==> src/rtl/pipe_stage_skid.sv <==
// Parametrised pipeline stage register with valid/ready handshake.
// An optional second (skid) entry keeps in_ready registered, a synchronous
// NOP_CLR flushes the stage into a bubble, and two saturating counters
// record stall and bubble cycles.
module pipe_stage_skid #(
  parameter int unsigned DATA_W = 160,
  parameter int unsigned CTRL_W = 16,
  parameter int unsigned SKID   = 1,
  parameter int unsigned CNT_W  = 16
) (
  input  logic              CLK,
  input  logic              reset,
  input  logic              NOP_CLR,
  input  logic              in_valid,
  output logic              in_ready,
  input  logic [DATA_W-1:0] in_data,
  input  logic [CTRL_W-1:0] in_ctrl,
  output logic              out_valid,
  input  logic              out_ready,
  output logic [DATA_W-1:0] out_data,
  output logic [CTRL_W-1:0] out_ctrl,
  output logic [1:0]        occupancy,
  output logic [CNT_W-1:0]  stall_cnt,
  output logic [CNT_W-1:0]  bubble_cnt
);

  // The encoding doubles as the occupancy count.
  typedef enum logic [1:0] {
    ST_EMPTY = 2'd0,
    ST_FULL  = 2'd1,
    ST_SKID  = 2'd2
  } state_t;

  localparam logic [CNT_W-1:0] CNT_MAX = '1;
  localparam logic [CNT_W-1:0] CNT_ONE = CNT_W'(1);

  state_t              state_q, state_d;
  logic [DATA_W-1:0]   main_data_q, main_data_d;
  logic [CTRL_W-1:0]   main_ctrl_q, main_ctrl_d;
  logic [DATA_W-1:0]   skid_data_q, skid_data_d;
  logic [CTRL_W-1:0]   skid_ctrl_q, skid_ctrl_d;
  logic                accept;
  logic                pop;

  // Main entry is zeroed whenever the stage is empty, so the outputs read
  // straight from registers and a bubble is all-zero without extra gating.
  assign out_valid = (state_q != ST_EMPTY);
  assign out_data  = main_data_q;
  assign out_ctrl  = main_ctrl_q;
  assign occupancy = state_q;

  // With a skid entry in_ready is a pure state decode; without it the
  // stage must look at out_ready to allow back-to-back transfers.
  assign in_ready = (SKID != 0) ? (state_q != ST_SKID)
                                : (~out_valid | out_ready);

  assign accept = in_valid & in_ready;
  assign pop    = out_valid & out_ready;

  // Next-state and entry update; NOP_CLR overrides any handshake.
  always_comb begin
    state_d     = state_q;
    main_data_d = main_data_q;
    main_ctrl_d = main_ctrl_q;
    skid_data_d = skid_data_q;
    skid_ctrl_d = skid_ctrl_q;
    if (NOP_CLR) begin
      state_d     = ST_EMPTY;
      main_data_d = '0;
      main_ctrl_d = '0;
      skid_data_d = '0;
      skid_ctrl_d = '0;
    end else begin
      unique case (state_q)
        ST_EMPTY: begin
          if (accept) begin
            state_d     = ST_FULL;
            main_data_d = in_data;
            main_ctrl_d = in_ctrl;
          end
        end
        ST_FULL: begin
          if (accept && pop) begin
            main_data_d = in_data;
            main_ctrl_d = in_ctrl;
          end else if (pop) begin
            state_d     = ST_EMPTY;
            main_data_d = '0;
            main_ctrl_d = '0;
          end else if (accept && (SKID != 0)) begin
            state_d     = ST_SKID;
            skid_data_d = in_data;
            skid_ctrl_d = in_ctrl;
          end
        end
        ST_SKID: begin
          if (pop) begin
            state_d     = ST_FULL;
            main_data_d = skid_data_q;
            main_ctrl_d = skid_ctrl_q;
            skid_data_d = '0;
            skid_ctrl_d = '0;
          end
        end
        default: begin
          state_d     = ST_EMPTY;
          main_data_d = '0;
          main_ctrl_d = '0;
          skid_data_d = '0;
          skid_ctrl_d = '0;
        end
      endcase
    end
  end

  // State and entry registers.
  always_ff @(posedge CLK) begin
    if (reset) begin
      state_q     <= ST_EMPTY;
      main_data_q <= '0;
      main_ctrl_q <= '0;
      skid_data_q <= '0;
      skid_ctrl_q <= '0;
    end else begin
      state_q     <= state_d;
      main_data_q <= main_data_d;
      main_ctrl_q <= main_ctrl_d;
      skid_data_q <= skid_data_d;
      skid_ctrl_q <= skid_ctrl_d;
    end
  end

  // Saturating performance counters from pre-edge outputs; NOP_CLR does not clear them.
  always_ff @(posedge CLK) begin
    if (reset) begin
      stall_cnt  <= '0;
      bubble_cnt <= '0;
    end else begin
      if (out_valid && !out_ready && (stall_cnt != CNT_MAX))
        stall_cnt <= stall_cnt + CNT_ONE;
      if (!out_valid && (bubble_cnt != CNT_MAX))
        bubble_cnt <= bubble_cnt + CNT_ONE;
    end
  end

endmodule

==> config.mk <==
export PLATFORM = sky130hd
export DESIGN_NAME = pipe_stage_skid
export DESIGN_NICKNAME = d
export VERILOG_FILES = /design/src/rtl/pipe_stage_skid.sv
export SDC_FILE = /design/constraint.sdc
export NUM_CORES = 1
export LEC_CHECK = 0
export ABC_CLOCK_PERIOD_IN_PS = 3700
export BUFFER_PORTS_ARGS = -buffer_cell sky130_fd_sc_hd__buf_2
export CORE_ASPECT_RATIO = 1.4
export CORE_UTILIZATION = 45
export CTS_CLUSTER_DIAMETER = 40
export CTS_CLUSTER_SIZE = 40
export DETAILED_ROUTE_END_ITERATION = 6
export PLACE_DENSITY_LB_ADDON = 0.1
export SYNTH_ARGS = -nofsm -noshare
export SYNTH_HDL_FRONTEND = slang
export SYNTH_SLANG_ARGS = --single-unit
==> constraint.sdc <==
create_clock -name CLK -period 3.7 [get_ports CLK]
set_input_delay 0.185 -clock CLK [delete_from_list [all_inputs] [get_ports CLK]]
set_output_delay 0.185 -clock CLK [all_outputs]
set_load 0.05 [all_outputs]
Word level (Yosys, flattened, before mapping)

Index checks and enable logic that the tools add are counted.

Bits in registers: 386
Input bits: 181
Logic and storage cells: 58

$add $sub $neg: 2
Eq/ne operators: 12
Muxes and demuxes: 22
Bitwise gates (word level): 3
Reductions and logical operators: 12

Operators by type and width:

| operator                                       | number |
|---|---|
| two-way mux 160 bit                            | 6 |
| one-hot mux 160 bit (3 select lines)           | 2 |
| two-way mux 16 bit                             | 6 |
| one-hot mux 16 bit (3 select lines)            | 2 |
| adder 16 x 1 -> 16 bit (second input constant) | 2 |
| inequality test 16 bit (second input constant) | 2 |
| inequality test 2 bit (second input constant)  | 6 |
| two-way mux 2 bit                              | 5 |
| inequality test 3 bit (second input constant)  | 2 |
| one-hot mux 2 bit (3 select lines)             | 1 |
| AND reduction 5 bit                            | 1 |
| logical AND 1 bit                              | 4 |
| AND reduction 4 bit                            | 1 |
| AND reduction 3 bit                            | 1 |
| bitwise AND 1 bit                              | 2 |
| == test 2 x 1 -> 1 bit (second input constant) | 1 |
| == test 2 bit (second input constant)          | 1 |
| zero test 1 bit                                | 2 |
| zero test 2 bit                                | 1 |
| nonzero test 2 bit                             | 1 |
| OR reduction 2 bit                             | 1 |
| NOT 1 bit                                      | 1 |

Longest topological paths before layout

Word-level depth: 6
Depth in mapped cells: 8
Gate-level depth less buffers: 5

Least setup slack after synthesis

No wires, ideal clock.

Path kind: register -> register
Start: register stall_cnt[0]
End: register stall_cnt[14]
Setup time: 0.116 ns
Arrival time: 2.142 ns
Data required time: 3.584 ns
Slack: 1.442 ns
Stages on the path, launching flop included: 7
Buffers on the path: 1
Period minus slack after synthesis: 2.258 ns
Cells stage by stage: dfxtp_1 ha_1 nand4_1 or2_1 clkbuf_1 or4_1 o211a_1

Longest elaborated chain between the ends: 2
Elaborated cells between the ends (all ways): 3

RTL lines:

| what                                                                           | RTL line | source |
|---|---|---|
| from (decl)                                                                    | 23       | `output logic [CNT_W-1:0] stall_cnt,` |
| from (signal assigned)                                                         | 140      | `stall_cnt <= stall_cnt + CNT_ONE;` |
| parallel branches: the longest is 2 deep, another holds adder 16 x 1 -> 16 bit | --       |  |

Parallel ways; which one is timed is not known.
A chain may end at the register's enable or synchronous reset.

Worst setup path after layout

Start: register state_q[1] (netlist: occupancy[1])
End: output port in_ready

Longest elaborated chain between the ends: 1

RTL lines:

| what                   | RTL line | source |
|---|---|---|
| from (decl)            | 37       | `state_t state_q, state_d;` |
| from (signal assigned) | 125      | `state_q <= state_d;` |
| inequality test 2 bit  | 54       | `assign in_ready = (SKID != 0) ? (state_q != ST_SKID)` |
| to (decl)              | 15       | `output logic in_ready,` |

No other way between the ends.

==> results.ini <==
[outcome]
status = finished with violations
violations = design-rule violations

[sta]
setup_viol = 0
period_minus_slack_ps = 2880
finClkSkew_ps = 15.1
hold_ws_ps = 17.3
setup-tns-final_ps = 0
hold_viol = 0
tightestPinTransition_ps = 1110
timing.final.ws_setup_ps = 822
period_share = 0.778
maxSlewHeadroom = 0.258
fmax_mhz = 347
rsz0062_at_grt = false
slew_viol_final = 0

[critical_path]
ff2ff_path_depth = 5
worstSetupPathType = flop to output port
startpoint_type = flop
cp_max_fo = 65
required_ps = 3510
end_kind = output port
r2r_start = occupancy[0]$_SDFFE_PP0P_
cp.arrival_ps = 2690
r2r-end = occupancy[1]$_SDFFE_PP0P_
cp_cell_sequence = nor2b_4, buf_4, inv_1, buf_2
path_delay_family = buffers and inverters
startpoint = occupancy[1]$_SDFFE_PP0P_
path_buf_inv = 3
critPathMaxStageDelay_ps = 770
cp_slowest_cell = dfxtp_1
r2r_slack_ps = 970

[cells_and_area]
regArea_mm2 = 0.00773
fill_cells = 3302
fin_nets = 2383
final_cell_mix = 392 x buf_2, 386 x dfxtp_1, 367 x nor2_1, 179 x mux2i_1, 177 x and2_1
area_delta_synth_final_pct = 30.3
drive_gt1_frac = 0.234
multiInputGateArea_mm2 = 0.00818
final_common_cell = buf_2

[yosys]
synth.distinct_cells = 55
syn-instance-count = 1768
syn-cell-area_mm2 = 0.0168
synth_edf_count = 0
yosysWarnings = 0
syn_area_per_cell_um2 = 9.50
netlist.area_leader.share = 0.460
ys_seq_area_frac = 0.460
synth_nets = 1951
ys_ff_latch = 386
synthTopCellsByArea = dfxtp_1 46%, mux2i_1 11%, a32o_1 8.3%
synth_flop_cell = dfxtp_1
synth_area_leader_cell = dfxtp_1
async_flop_share = 0

[min_path]
holdPathStages = 4
min_path_type = input pin to flop
hp-start = in_data[21]
whs_endpoint = skid_data_q[21]$_SDFFE_PP0P_

[global_routing]
grt.overflow.total = 0
first_global_vias = 15039
antenna_found_initial = 4
grt_max_degree = 126
grt_first_pass_wirelength_mm = 78.7
grt_util_all_layers = 0.257

[route]
dr.first_iter.drc_count = 1149
top_layer_used = met5
routedWlPerCell_um = 18.7
detail_route.wirelength_mm = 50.7
post-route-drc-count = 48
vias_per_cell = 5.66
wl_met2_mm = 25.0
vias = 15322
dr.pass1.iters = 7
wl_met3_mm = 3.50
antenna_left = 0
met1_length_mm = 20.4

[placed_design]
pre_cts_ws_ps = 1070
gp_congestion = 0.794
io_buffers = 392
hpwl_mm = 29.8

[floorplanning]
initial_core_util = 0.457
die_h_um = 231
core-area_mm2 = 0.0368
die_x_um = 165
boundaryPins = 393
dieArea_mm2 = 0.0381
rows = 83

[clock_network]
cts_resized = 0
clk_path_buf_depth = 3
cts_tree = yes
path_clk_slew_ps = 60
cts.sinks = 386
clk_latency_ps = 550
cts_root_buf = clkbuf_16
cts_inserted_buffers = 49
h-tree-depth = 2

[power_and_ir_drop]
p_leak_nw = 8.81
peakVddDrop_uv = 355
power_density_mw_per_mm2 = 478

[run]
maxCapViolCount = 0

## worst register-to-register path, stage by stage (launching register included)
cell,delay (ps)
dfxtp_1,750
and2b_4,580
buf_4,510
a21oi_1,140
nor3_1,150
dlygate4sd3_1,550
## worst max-delay path by stage
stage,cells after the start,slack (ps),end
2_1_floorplan,6,1440,stall_cnt[14]$_SDFFE_PP0P_
3_3_place_gp,5,1140,out_data[56]$_SDFFE_PP0P_
3_5_place_dp,5,1070,skid_data_q[116]$_SDFFE_PP0P_
4_1_cts,4,780,in_ready
5_1_grt,4,690,in_ready
6_report,4,820,in_ready
## stage by stage
| stage | cell area, um^2 | util | power, mW | instances |
|---|---|---|---|---|
| detailed placement | 18800 | 0.511 | 5.56 | 2473 |
| CTS | 21900 | 0.595 | 10.6 | 2705 |
| global placement | 18800 | 0.511 | 5.55 | 2473 |
| global route | 21900 | 0.595 | 10.8 | 2708 |
| finish | 21900 | 0.595 | 10.5 | 2708 |
| floorplan | 16800 | - | 5.22 | 1768 |
## sequential cells by signal, indices dropped and copies added (netlist names)
register     flops
stall_cnt       16
out_data       160
out_ctrl        16
skid_ctrl_q     16
skid_data_q    160
bubble_cnt      16
occupancy        2
## cells by family after synthesis
family	after synthesis	share of synthesized area
adders and majority gates	2	0.00149
DFF	386	0.460
AOI/OAI and AO/OA	381	0.194
and+or+nand+nor	632	0.180
buffers and inverters	184	0.0553
muxes	183	0.109
## area by class of cell
type / count / area share
Timing Repair Buffer: 558 / 0.168
Antenna cell: 3 / 0.000343
Inverter: 7 / 0.00132
Tap cell: 467 / 0.0267
Clock inverter: 33 / 0.0164
Sequential cell: 386 / 0.353
Multi-Input combinational cell: 1198 / 0.374
Clock buffer: 56 / 0.0600
## timing repair
item	in CTS	in global routing
setup buffers	0	0
hold endpoints to repair	175	0
hold buffers	143	0
## power by group
group          switching [mW]  leakage, nW  internal, mW  total, mW
Clock                    1.93        0.820          2.93       4.86
Sequential             0.0487         3.12          4.24       4.28
Combinational           0.796         4.87         0.514       1.31
## cells in the mapped netlist, drive strengths merged (4+ instances only)
master,instances
o31ai,7
inv,7
or4,8
mux2i,179
nand3,12
nand4,9
a22oi,140
nand2,15
nor4,4
o21ai,12
mux2,4
nor2,368
nor2b,4
and2,177
buf,76
a211oi,4
a32o,140
a21oi,24
or3,10
dfxtp,386
nor3,9
a222oi,36
clkbuf,101
## routing by layer
metal | GRT usage | up-vias
met5 | 0 | -
met4 | 0.109 | 2
met3 | 0.0517 | 93
met2 | 0.450 | 502
met1 | 0.298 | 7419
li1 | - | 7306
Note: power is estimated with default switching activity, not from simulation.
